File: src/rtl/control_queue.sv
// rtl/control_queue.sv - Command FIFO merging UART keys and button presses with auto-repeat
package control_queue_pkg;
  typedef enum logic [2:0] {
    NONE, LEFT, RIGHT, DOWN, DROP, HOLD, ROTATE, ROTATE_REV
  } control_type;
endpackage

module control_queue
  import control_queue_pkg::*;
#(
  parameter int DEPTH         = 16,
  parameter bit REPEAT_EN     = 1'b1,
  parameter int REPEAT_DELAY  = 25_000_000,
  parameter int REPEAT_PERIOD = 5_000_000,
  parameter int DROP_CNT_W    = 8
) (
  input  logic                    clk,
  input  logic                    rst,
  input  logic                    rx_valid,
  input  logic [7:0]              rx_byte,
  input  logic [3:0]              btn,
  input  logic                    ready,
  input  logic                    flush,
  output control_type             control,
  output logic                    valid,
  output logic [$clog2(DEPTH):0]  count,
  output logic                    full,
  output logic [DROP_CNT_W-1:0]   drop_cnt
);
  localparam int AW   = $clog2(DEPTH);
  localparam int NSRC = 5;
  localparam int RMAX = (REPEAT_DELAY > REPEAT_PERIOD) ? REPEAT_DELAY : REPEAT_PERIOD;
  localparam int CW   = $clog2(RMAX);
  localparam logic [AW:0] FULL_CNT = (AW+1)'(DEPTH);

  control_type           mem_q [DEPTH];
  logic [AW-1:0]         wr_ptr_q, wr_ptr_d, rd_ptr_q, rd_ptr_d;
  logic [AW:0]           count_q, count_d;
  logic [NSRC-1:0]       pend_q, pend_d;
  control_type           code_q [NSRC];
  control_type           code_d [NSRC];
  logic [3:0]            prev_q, act_q, act_d;
  logic [CW-1:0]         rep_q [4];
  logic [CW-1:0]         rep_d [4];
  logic [DROP_CNT_W-1:0] drop_q, drop_d;

  control_type           uart_code, gnt_code;
  control_type           ev_code [NSRC];
  logic [NSRC-1:0]       ev, gnt;
  logic [3:0]            btn_ev;
  logic                  pop, push, can_push, found;
  logic [2:0]            ndrop;
  logic [DROP_CNT_W:0]   drop_sum;

  always_comb begin
    uart_code = NONE;
    case (rx_byte)
      "A", "a": uart_code = LEFT;
      "D", "d": uart_code = RIGHT;
      "W", "w": uart_code = DOWN;
      "S", "s": uart_code = DROP;
      "C", "c": uart_code = HOLD;
      "X", "x": uart_code = ROTATE;
      "Z", "z": uart_code = ROTATE_REV;
      default:  uart_code = NONE;
    endcase
  end

  // Repeat counters count down from the edge; act_q gates repeats so a button
  // still held after flush stays silent until it is released and pressed again.
  always_comb begin
    for (int i = 0; i < 4; i++) begin
      act_d[i]  = act_q[i];
      rep_d[i]  = rep_q[i];
      btn_ev[i] = 1'b0;
      if (!btn[i]) begin
        act_d[i] = 1'b0;
        rep_d[i] = '0;
      end else if (!prev_q[i]) begin
        btn_ev[i] = 1'b1;
        act_d[i]  = REPEAT_EN;
        rep_d[i]  = CW'(REPEAT_DELAY - 1);
      end else if (act_q[i]) begin
        if (rep_q[i] == '0) begin
          btn_ev[i] = 1'b1;
          rep_d[i]  = CW'(REPEAT_PERIOD - 1);
        end else begin
          rep_d[i] = rep_q[i] - CW'(1);
        end
      end
    end
  end

  assign ev         = {btn_ev, rx_valid && (uart_code != NONE)};
  assign ev_code[0] = uart_code;
  assign ev_code[1] = RIGHT;
  assign ev_code[2] = HOLD;
  assign ev_code[3] = ROTATE;
  assign ev_code[4] = LEFT;

  assign valid    = (count_q != '0);
  assign full     = (count_q == FULL_CNT);
  assign count    = count_q;
  assign drop_cnt = drop_q;
  assign control  = valid ? mem_q[rd_ptr_q] : NONE;
  assign pop      = ready && valid;
  assign can_push = !full || pop;
  assign push     = |gnt;

  always_comb begin
    gnt      = '0;
    gnt_code = NONE;
    found    = 1'b0;
    pend_d   = pend_q;
    ndrop    = '0;
    for (int s = 0; s < NSRC; s++) begin
      code_d[s] = code_q[s];
      if (pend_q[s] && !found && can_push) begin
        gnt[s]   = 1'b1;
        gnt_code = code_q[s];
        found    = 1'b1;
      end
      if (gnt[s]) begin
        pend_d[s] = ev[s];
        if (ev[s]) code_d[s] = ev_code[s];
      end else if (ev[s]) begin
        if (pend_q[s]) begin
          ndrop = ndrop + 3'd1;
        end else begin
          pend_d[s] = 1'b1;
          code_d[s] = ev_code[s];
        end
      end
    end
  end

  always_comb begin
    drop_sum = {1'b0, drop_q} + (DROP_CNT_W+1)'(ndrop);
    drop_d   = drop_sum[DROP_CNT_W] ? '1 : drop_sum[DROP_CNT_W-1:0];
    wr_ptr_d = push ? wr_ptr_q + AW'(1) : wr_ptr_q;
    rd_ptr_d = pop ? rd_ptr_q + AW'(1) : rd_ptr_q;
    case ({push, pop})
      2'b10:   count_d = count_q + (AW+1)'(1);
      2'b01:   count_d = count_q - (AW+1)'(1);
      default: count_d = count_q;
    endcase
  end

  always_ff @(posedge clk) begin
    if (rst || flush) begin
      wr_ptr_q <= '0;
      rd_ptr_q <= '0;
      count_q  <= '0;
      pend_q   <= '0;
      act_q    <= '0;
      for (int s = 0; s < NSRC; s++) code_q[s] <= NONE;
      for (int i = 0; i < 4; i++) rep_q[i] <= '0;
    end else begin
      wr_ptr_q <= wr_ptr_d;
      rd_ptr_q <= rd_ptr_d;
      count_q  <= count_d;
      pend_q   <= pend_d;
      act_q    <= act_d;
      for (int s = 0; s < NSRC; s++) code_q[s] <= code_d[s];
      for (int i = 0; i < 4; i++) rep_q[i] <= rep_d[i];
    end
    if (rst) begin
      prev_q <= '0;
      drop_q <= '0;
    end else begin
      prev_q <= btn;
      if (!flush) drop_q <= drop_d;
    end
  end

  always_ff @(posedge clk) begin
    if (!rst && !flush && push) mem_q[wr_ptr_q] <= gnt_code;
  end
endmodule

File: config.mk
export PLATFORM = sky130hd
export DESIGN_NAME = control_queue
export DESIGN_NICKNAME = d
export VERILOG_FILES = /design/src/rtl/control_queue.sv
export SDC_FILE = /design/constraint.sdc
export NUM_CORES = 1
export LEC_CHECK = 0
export ABC_AREA = 1
export CORE_MARGIN = 4
export CORE_UTILIZATION = 65
export CTS_BUF_LIST = sky130_fd_sc_hd__clkbuf_16
export CTS_CLUSTER_DIAMETER = 60
export DETAILED_ROUTE_END_ITERATION = 10
export PLACE_DENSITY = 0.89
export RECOVER_POWER = 50
export SKIP_CTS_REPAIR_TIMING = 1
export SKIP_LAST_GASP = 1
export SYNTH_ARGS = -nofsm -noshare
export SYNTH_HDL_FRONTEND = slang
export SYNTH_SLANG_ARGS = --single-unit
File: constraint.sdc
create_clock -name clk -period 10.45 [get_ports clk]
set_input_delay 2.6125 -clock clk [delete_from_list [all_inputs] [get_ports clk]]
set_output_delay 2.6125 -clock clk [all_outputs]
set_load 0.05 [all_outputs]
# After elaboration in Yosys (flattened, before gate mapping)
# Memories as Yosys holds them, arrays and structs flattened. A register that Yosys moved wholly into a read port is not among the register bits.
# Cells that the tools add are included.
# op_classes
bitwise_logic	13
add_sub_neg	13
n_mux	110
reduce_logical	46
eq_ne	17
# ops
cell	n
2-to-1 mux 25 bit	20
2-to-1 mux 3 bit	43
== test 8 x 7 -> 1 bit, second input constant	14
logical NOT 25 bit	4
subtractor 25 x 1 -> 25 bit, second input constant	4
2-to-1 mux 1 bit	42
OR reduction 2 bit	11
one-hot mux 3 bit (7 select lines)	1
logical AND 1 bit	13
adder 3 x 1 -> 3 bit, second input constant	4
nonzero test 2 bit	6
one-hot mux 5 bit (2 select lines)	1
adder 8 x 3 -> 9 bit	1
OR 1 bit	9
adder 4 x 1 -> 4 bit, second input constant	2
2-to-1 mux 4 bit	2
2-to-1 mux 8 bit	1
logical NOT 1 bit	7
adder 5 x 1 -> 5 bit, second input constant	1
== test 5 bit, second input constant	1
nonzero test 5 bit	1
OR reduction 5 bit	1
subtractor 5 x 1 -> 5 bit, second input constant	1
inverter 1 bit	4
other kinds (4)	5
# totals
memories	3
ram_bits	163
register_bits	34
# mem_list
memory	words	width	read_ports	rd_ports_with_merged_regs	write_ports	line_no	text
rep_q	4	25	4	0	4	43	logic [CW-1:0] rep_q [4];
mem_q	16	3	1	1	1	36	control_type mem_q [DEPTH];
code_q	5	3	5	0	5	40	control_type code_q [NSRC];

# Depth between registers and ports, before layout
# Gate-level depths: netlist of run 1.
# logic_depth
word_depth	25
mapped_depth	34
mapped_depth_nobuf	34

# Least setup slack after synthesis of run 1
# No wires, ideal clock.
# synth_path
path_kind	in2reg
start	in rx_byte[6]
end	reg drop_q[7], in the netlist drop_cnt[7]
setup_ns	0.056
path_slack_ns	4.238
cell_stages	30
t_arrival_ns	6.156
required_time_ns	10.394
cell_sequence	inv_1 -> nor2_1 -> nand2_1 -> nor3_1 -> nor2_1 -> nand2_1 -> nand3_1 -> inv_1 -> ha_1 -> nand4_1 -> nand2_1 -> ha_1 -> inv_1 -> nand2_1 -> and2_1 -> ha_1 -> nand2_1 -> nand2_2 -> ha_1 -> o21ai_1 -> fa_1 -> nor2_1 -> o21ai_0 -> nor2_1 -> inv_1 -> nor2_1 -> inv_1 -> nand2_1 -> o21bai_1 -> inv_1
# synth_between
elab_chain_cells	25
word_cells_on_any_way	44
cone_classes	5 x add/sub; 14 x eq/ne; 16 x mux; 9 x reduce/logical
# synth_lines
element	line_no	text
start, declared	20	input logic [7:0] rx_byte,
== test 8 x 7 -> 1 bit	57	case (rx_byte)
OR reduction 2 bit	57	
one-hot mux 3 bit (7 select lines) *	57	
nonzero test 3 bit *	94	assign ev = {btn_ev, rx_valid && (uart_code != NONE)};
logical AND 1 bit *	94	
2-to-1 mux 1 bit *	126	end else if (ev[s]) begin
2-to-1 mux 1 bit *	123	if (gnt[s]) begin
adder 3 x 1 -> 3 bit	128	ndrop = ndrop + 3'd1;
[... 9 more ...]	--	
2-to-1 mux 3 bit	126	
2-to-1 mux 3 bit *	123	
adder 3 x 1 -> 3 bit	128	
2-to-1 mux 3 bit	127	if (pend_q[s]) begin
2-to-1 mux 3 bit	126	
2-to-1 mux 3 bit *	123	
adder 8 x 3 -> 9 bit *	138	drop_sum = {1'b0, drop_q} + (DROP_CNT_W+1)'(ndrop);
2-to-1 mux 8 bit *	139	drop_d = drop_sum[DROP_CNT_W] ? '1 : drop_sum[DROP_CNT_W-1:0];
end signal, assigned	172	if (!flush) drop_q <= drop_d;
end, declared	45	logic [DROP_CNT_W-1:0] drop_q, drop_d;
# Every way passes the cells marked *; elsewhere a longest branch is shown, timed or not.
# A chain may end at the register's enable or synchronous reset.

# Final worst setup path of run 1
# Same ends and word-level chain as after synthesis.

==> flow_summary.ini, run 1 <==
[critical_path]
cp_slowest_cell = clkdlybuf4s50_1
worstSetupEndpointType = flip-flop
critical_path.max_stage_delay_ns = 0.47
crit_required_ns = 10.78
r2r_cells = 29
cp.arrival_ns = 7.14
r2r_end = drop_cnt[7]$_SDFFE_PP0N_
start_kind = input pin
rr_startpoint = count[0]$_SDFFE_PP0P_
worst-setup-path-type = in -> reg
rrSetupSlack_ns = 5.84
cp_max_fo = 3

[floorplan]
num_rows = 45
start_util_pct = 66.31
die_w_um = 132.5
die_h_um = 132.5
core_area_mm2 = 0.01520
pin_count = 35
die_area_mm2 = 0.01757

[sta]
slew_viol_final = 0
whs_ns = 0.4720
finalCriticalPeriod_ns = 6.808
hold_viol_final = 0
finalSetupViolCount = 0
period_share_pct = 65.15
fmax_ghz = 0.1469
fin_setup_tns_ns = 0
layout_setup_ws_ns = 3.642
relSlewSlack_pct = 28.42
rsz0062_at_grt = false
tightestPinTransition_ns = 1.070
finalClockSkew_ns = 0.01099

[drt]
drt_iter0_drc = 689
drtAntennaViolNets = 0
wl_per_cell_um = 13.64
drt_wl_total_um = 21610
drt-pass1-iter-count = 7
drc = 0
via_per_inst = 5.541
num_vias = 8777

[global_route]
grt_pass1_wl_um = 36610
grt_max_degree = 26
grt_pass1_vias = 8237
grt-ovfl-total = 0
antenna_found_initial = 0
grtUsageTotal_pct = 24.80

[run_status]
status = finished clean

[placement]
dp_slack_ns = 3.277
hpwl_um = 15300
io_buffers = 33
dp_cells = 1552
place_congestion = 0.8990

[power_and_ir_drop]
powerDensity_mw_per_mm2 = 157.6
leakage_nw = 5.075
peakVddDrop_mv = 0.1301

[clock_network]
htreeDepth = 4
cts_made_buffers = 17
clock_sinks = 193
clock_latency_ns = 0.44
clk_pin_slew_worst_paths_ns = 0.07
cts_root_buf = clkbuf_16
cts.path.max_buffers = 2
cts_tree = built

[finish]
final_util_pct = 73.53
fill_cells = 1124
diodes = 0
syn_to_final_growth_pct = 10.88
fin_cells = 1584
fin_nets = 1426
drive_above_1_share_pct = 6.232

[synth]
synth-seq-cells = 193
synth.avg_cell_area_um2 = 7.495
ys_seq_area_share_pct = 43.09
synth_edf_count = 48
syn_inst = 1345
synth_nets = 1388
yosysWarnings = 0
syn_area_mm2 = 0.01008
synth_flop_cell = dfxtp_1
ys_types = 47
async_flop_share_pct = 0

[hold_path]
min_path_cells = 2
hold_path.startpoint = code_q[0][4]$_SDFFE_PP0P_
hold_path_class = reg -> reg
hold-path-endpoint = code_q[0][4]$_SDFFE_PP0P_

[run]
cap_violations = 0
synthesized netlist by cell type, types with 4 or more instances:
| cell | instances | area share [%] |
|---|---|---|
| nand3_1 | 66 | 3.3 |
| o22ai_1 | 5 | 0.31 |
| ha_1 | 24 | 3.0 |
| o31ai_1 | 7 | 0.52 |
| a221oi_1 | 4 | 0.35 |
| a21oi_1 | 87 | 4.3 |
| a31oi_1 | 19 | 1.2 |
| xor2_1 | 42 | 3.6 |
| o221ai_1 | 8 | 0.70 |
| inv_2 | 6 | 0.22 |
| nor2_1 | 207 | 7.7 |
| xnor2_1 | 22 | 1.9 |
| dfxtp_1 | 145 | 29 |
| o21ai_0 | 71 | 3.5 |
| nor4_1 | 12 | 0.74 |
| a211oi_1 | 4 | 0.30 |
| nor3_1 | 29 | 1.4 |
| or2_2 | 6 | 0.37 |
| nor2_4 | 6 | 0.67 |
| nor2_2 | 19 | 1.2 |
| inv_1 | 195 | 7.3 |
| nand3_2 | 9 | 0.89 |
| edfxtp_1 | 48 | 14 |
| nand2_2 | 12 | 0.74 |
| nand2_1 | 227 | 8.5 |
| nand4_1 | 17 | 1.1 |
| clkbuf_1 | 13 | 0.48 |
cell usage in the layout (no fill, tap or decap), drive strengths merged:
cell type,count
a211oi,4
a21oi,87
a221oi,4
a31oi,19
a41oi,1
and2,3
and3,2
bufinv,1
clkbuf,20
clkdlybuf4s50,17
clkinv,8
clkinvlp,1
dfxtp,145
dlygate4sd3,16
edfxtp,48
fa,2
ha,24
inv,209
nand2,240
nand3,75
nand3b,1
nand4,18
nor2,232
nor3,31
nor4,13
nor4b,2
o211ai,1
o21a,2
o21ai,74
o21bai,1
o221ai,8
o22ai,5
o31ai,7
or2,10
or3,1
xnor2,22
xor2,42
per-stage QoR:
step | total power [W] | cell area, um2
4_1_cts | 0.001772 | 11210
5_1_grt | 0.001840 | 11180
2_1_floorplan | 0.001037 | 10080
6_report | 0.001761 | 11180
3_3_place_gp | 0.001103 | 10600
3_5_place_dp | 0.001112 | 10600
flip-flops by register name, summed over array words and instances, names as in the netlist, named ones only:
name / flops
prev_q: 4
pend_q: 5
code_q: 7
wr_ptr_q: 4
act_q: 4
drop_cnt: 8
rd_ptr_q: 4
mem_q: 48
count: 5
rep_q: 100
final cells by class:
class / instances / area, um2 / share of cell area [%]
clock buffers: 17 / 425.4 / 3.806
clock inverters: 15 / 186.4 / 1.668
inverters: 204 / 765.7 / 6.850
multi-input cells: 931 / 4880 / 43.65
flip-flops and latches: 193 / 4344 / 38.86
well taps: 188 / 235.2 / 2.104
repair buffers: 36 / 341.6 / 3.056
where the power goes:
group	internal, W	leakage (nW)	total, W	switching [W]
sequential	0.000784	1.62	0.000807	0.0000226
combinational	0.0000976	3.16	0.000291	0.000193
clock	0.000346	0.297	0.000664	0.000318
critical path: cells and delay by family:
| family | cells | cell delay [ns] |
|---|---|---|
| buffers and inverters | 7 | 0.91 |
| adder cells (fa/ha/maj) | 5 | 1.36 |
| AND/OR/NAND/NOR | 16 | 1.66 |
| AO/OA/AOI/OAI | 3 | 0.58 |
layer usage:
layer  vias to the layer above  GRT usage [%]  routed length (um)
met2                       285          41.72               10520
met5                         -              0                   0
li1                       4466              -                   -
met3                        47          4.943                1114
met4                         0          8.661                 519
met1                      3979          31.99                9454
cell families after synthesis:
group / after synthesis / synth area share [%]
DFF: 193 / 43.09
xor gates and xnor gates: 64 / 5.560
buffers and inverters: 221 / 8.254
adders and majority gates: 26 / 3.376
AOI/OAI and AO/OA: 213 / 11.73
and+or+nand+nor: 628 / 27.99
worst max-delay path by stage:
stage               startpoint                  endpoint  slack (ns)  depth (start not counted)
floorplan           rx_byte[6]  drop_cnt[7]$_SDFFE_PP0N_        4.24                         30
global placement    rx_byte[6]  drop_cnt[7]$_SDFFE_PP0N_        3.42                         31
detailed placement  rx_byte[6]  drop_cnt[7]$_SDFFE_PP0N_        3.28                         31
CTS                 rx_byte[6]  drop_cnt[7]$_SDFFE_PP0N_        3.65                         31
global route        rx_byte[6]  drop_cnt[7]$_SDFFE_PP0N_        3.20                         31
finish              rx_byte[6]  drop_cnt[7]$_SDFFE_PP0N_        3.64                         31
No activity file was read; power rests on OpenSTA's default activity.
==> run 2: changes to the inputs <==
--- a/config.mk
+++ b/config.mk
@@ -7,11 +7,11 @@
 export LEC_CHECK = 0
 export ABC_AREA = 1
 export CORE_MARGIN = 4
-export CORE_UTILIZATION = 65
+export CORE_UTILIZATION = 56
 export CTS_BUF_LIST = sky130_fd_sc_hd__clkbuf_16
 export CTS_CLUSTER_DIAMETER = 60
 export DETAILED_ROUTE_END_ITERATION = 10
-export PLACE_DENSITY = 0.89
+export PLACE_DENSITY = 0.82
 export RECOVER_POWER = 50
 export SKIP_CTS_REPAIR_TIMING = 1
 export SKIP_LAST_GASP = 1
==> constraint.sdc (replaced) <==
create_clock -name clk -period 5.94 [get_ports clk]
set_input_delay 1.485 -clock clk [delete_from_list [all_inputs] [get_ports clk]]
set_output_delay 1.485 -clock clk [all_outputs]
set_load 0.05 [all_outputs]
==> flow_summary.ini, run 2 (synthesized netlist as in run 1, its figures left out) <==
[run_status]
status = finished clean

[power_and_ir_drop]
seq_power_share_pct = 45.6
intPower_w = 0.002222
p_sw_w = 0.0008922
clkPwrFrac_pct = 38.1
powerDensity_mw_per_mm2 = 277.0
p_sw_share_pct = 28.65
leakage_nw = 5.082
peakVddDrop_mv = 0.2682
power_frac_comb_pct = 16.3

[hold_path]
hold_path_class = reg -> reg
hold_path.startpoint = code_q[0][4]$_SDFFE_PP0P_

[drt]
drt_iter0_drc = 535
drt_wl_total_um = 21960
via_per_inst = 5.402
num_vias = 8757
drt-pass1-iter-count = 5
drtAntennaViolNets = 0
drc = 0
wl_per_cell_um = 13.54

[finish]
syn_to_final_growth_pct = 11.51
final_common_cell = nand2_1
final_cell_mix = nand2_1, nor2_1, inv_1
fin_nets = 1427
diodes = 0
postLayoutCellArea_mm2 = 0.01124
drive_above_1_share_pct = 6.447
largest_register = rep_q
largest_register_ffs = 100

[run]
cap_violations = 0

[sta]
whs_ns = 0.4686
fin_setup_tns_ns = 0
rsz0062_at_grt = false
finalCriticalPeriod_ns = 5.470
slew_viol_final = 0
finalSetupViolCount = 0
tightestPinTransition_ns = 1.108
period_share_pct = 92.08
relSlewSlack_pct = 25.88
finalClockSkew_ns = 0.01294
fmax_ghz = 0.1828
layout_setup_ws_ns = 0.4705
hold_viol_final = 0

[critical_path]
rr_startpoint = count[0]$_SDFFE_PP0P_
path_common_cell = nand2_1
r2r_cells = 28
critical_path.max_stage_delay_ns = 0.47
worst-setup-path-type = in -> reg
cp.arrival_ns = 5.76
cp_max_fo = 3
crit_start = rx_byte[6]
cp_slowest_cell = clkdlybuf4s50_1
worstSetupEndpointType = flip-flop
start_kind = input pin
rrSetupSlack_ns = 1.48
r2r_end = drop_cnt[5]$_SDFFE_PP0N_
crit_end = drop_cnt[5]$_SDFFE_PP0N_
crit_required_ns = 6.23

[clock_network]
clock_latency_ns = 0.44
cts_root_buf = clkbuf_16
clk_pin_slew_worst_paths_ns = 0.07
clock_sinks = 193
cts_tree = built
cts_made_buffers = 17
htreeDepth = 4
cts.path.max_buffers = 2

[placement]
dp_slack_ns = -0.04282
place_congestion = 0.9295
io_buffers = 33
dpl_cell_area_mm2 = 0.01066
hpwl_um = 15840

[global_route]
grt_max_degree = 26
grt-ovfl-total = 0
grt_pass1_wl_um = 37120
grtUsageTotal_pct = 22.08
grt_pass1_vias = 8225
antenna_found_initial = 0

[floorplan]
die_area_mm2 = 0.02021
pin_count = 35
die_h_um = 142.2
die_w_um = 142.2
core_area_mm2 = 0.01748
start_util_pct = 57.68
num_rows = 48
run 2: cell count changes in the layout (fill, tap and decap cells not counted), moves of 2 or more:
cell / delta
clkinv_8: -3
bufinv_16: +2
clkinv_4: -2
clkinvlp_4: +2
inv_8: -2
nor2_1: -2
nor2_2: +2
run 2: worst max-delay path, delay by kind of cell:
kind                       cells  cell delay, ns
AOI/OAI and AO/OA              3            0.46
xor gates and xnor gates       1            0.15
adders and majority gates      5            1.35
buffers and inverters          4            0.68
and+or+nand+nor               17            1.64
run 2: worst min path at each step:
stage	depth (start not counted)	endpoint
floorplan	2	code_q[0][4]$_SDFFE_PP0P_
global placement	2	code_q[0][4]$_SDFFE_PP0P_
detailed placement	2	code_q[0][4]$_SDFFE_PP0P_
CTS	2	code_q[0][4]$_SDFFE_PP0P_
global route	2	code_q[0][4]$_SDFFE_PP0P_
finish	2	code_q[0][4]$_SDFFE_PP0P_
run 2: per-stage QoR:
stage	std cells	util (%)	power [W]
after global routing	1621	64.32	0.003254
final	1621	64.32	0.003114
after floorplan	1345	-	0.001824
after CTS	1621	64.44	0.003131
after global placement	1590	60.98	0.001942
after detailed placement	1590	60.98	0.001955
run 2: power groups by stage:
| stage | registers, W | logic, W | clock network, W |
|---|---|---|---|
| 4_1_cts | 0.00142 | 0.000511 | 0.00120 |
| 5_1_grt | 0.00142 | 0.000570 | 0.00126 |
| 6_report | 0.00142 | 0.000508 | 0.00119 |
| 2_1_floorplan | 0.00145 | 0.000370 | 0 |
| 3_3_place_gp | 0.00145 | 0.000495 | 0 |
| 3_5_place_dp | 0.00145 | 0.000505 | 0 |
run 2: final cells by class:
type | instances | area (um2)
clock buffers | 17 | 425.4
multi-input cells | 931 | 4892
clock inverters | 14 | 180.2
repair buffers | 37 | 351.6
well taps | 225 | 281.5
fillers | 1496 | 6236
inverters | 204 | 765.7
flip-flops and latches | 193 | 4344
run 2: routing by layer:
metal / GRT usage (%) / vias to the layer above / share of wire (%)
met1: 28.31 / 4048 / 45
met2: 38.06 / 224 / 49
met5: 0 / - / 0
met3: 4.368 / 31 / 4.8
met4: 6.111 / 0 / 1.2
li1: - / 4454 / -
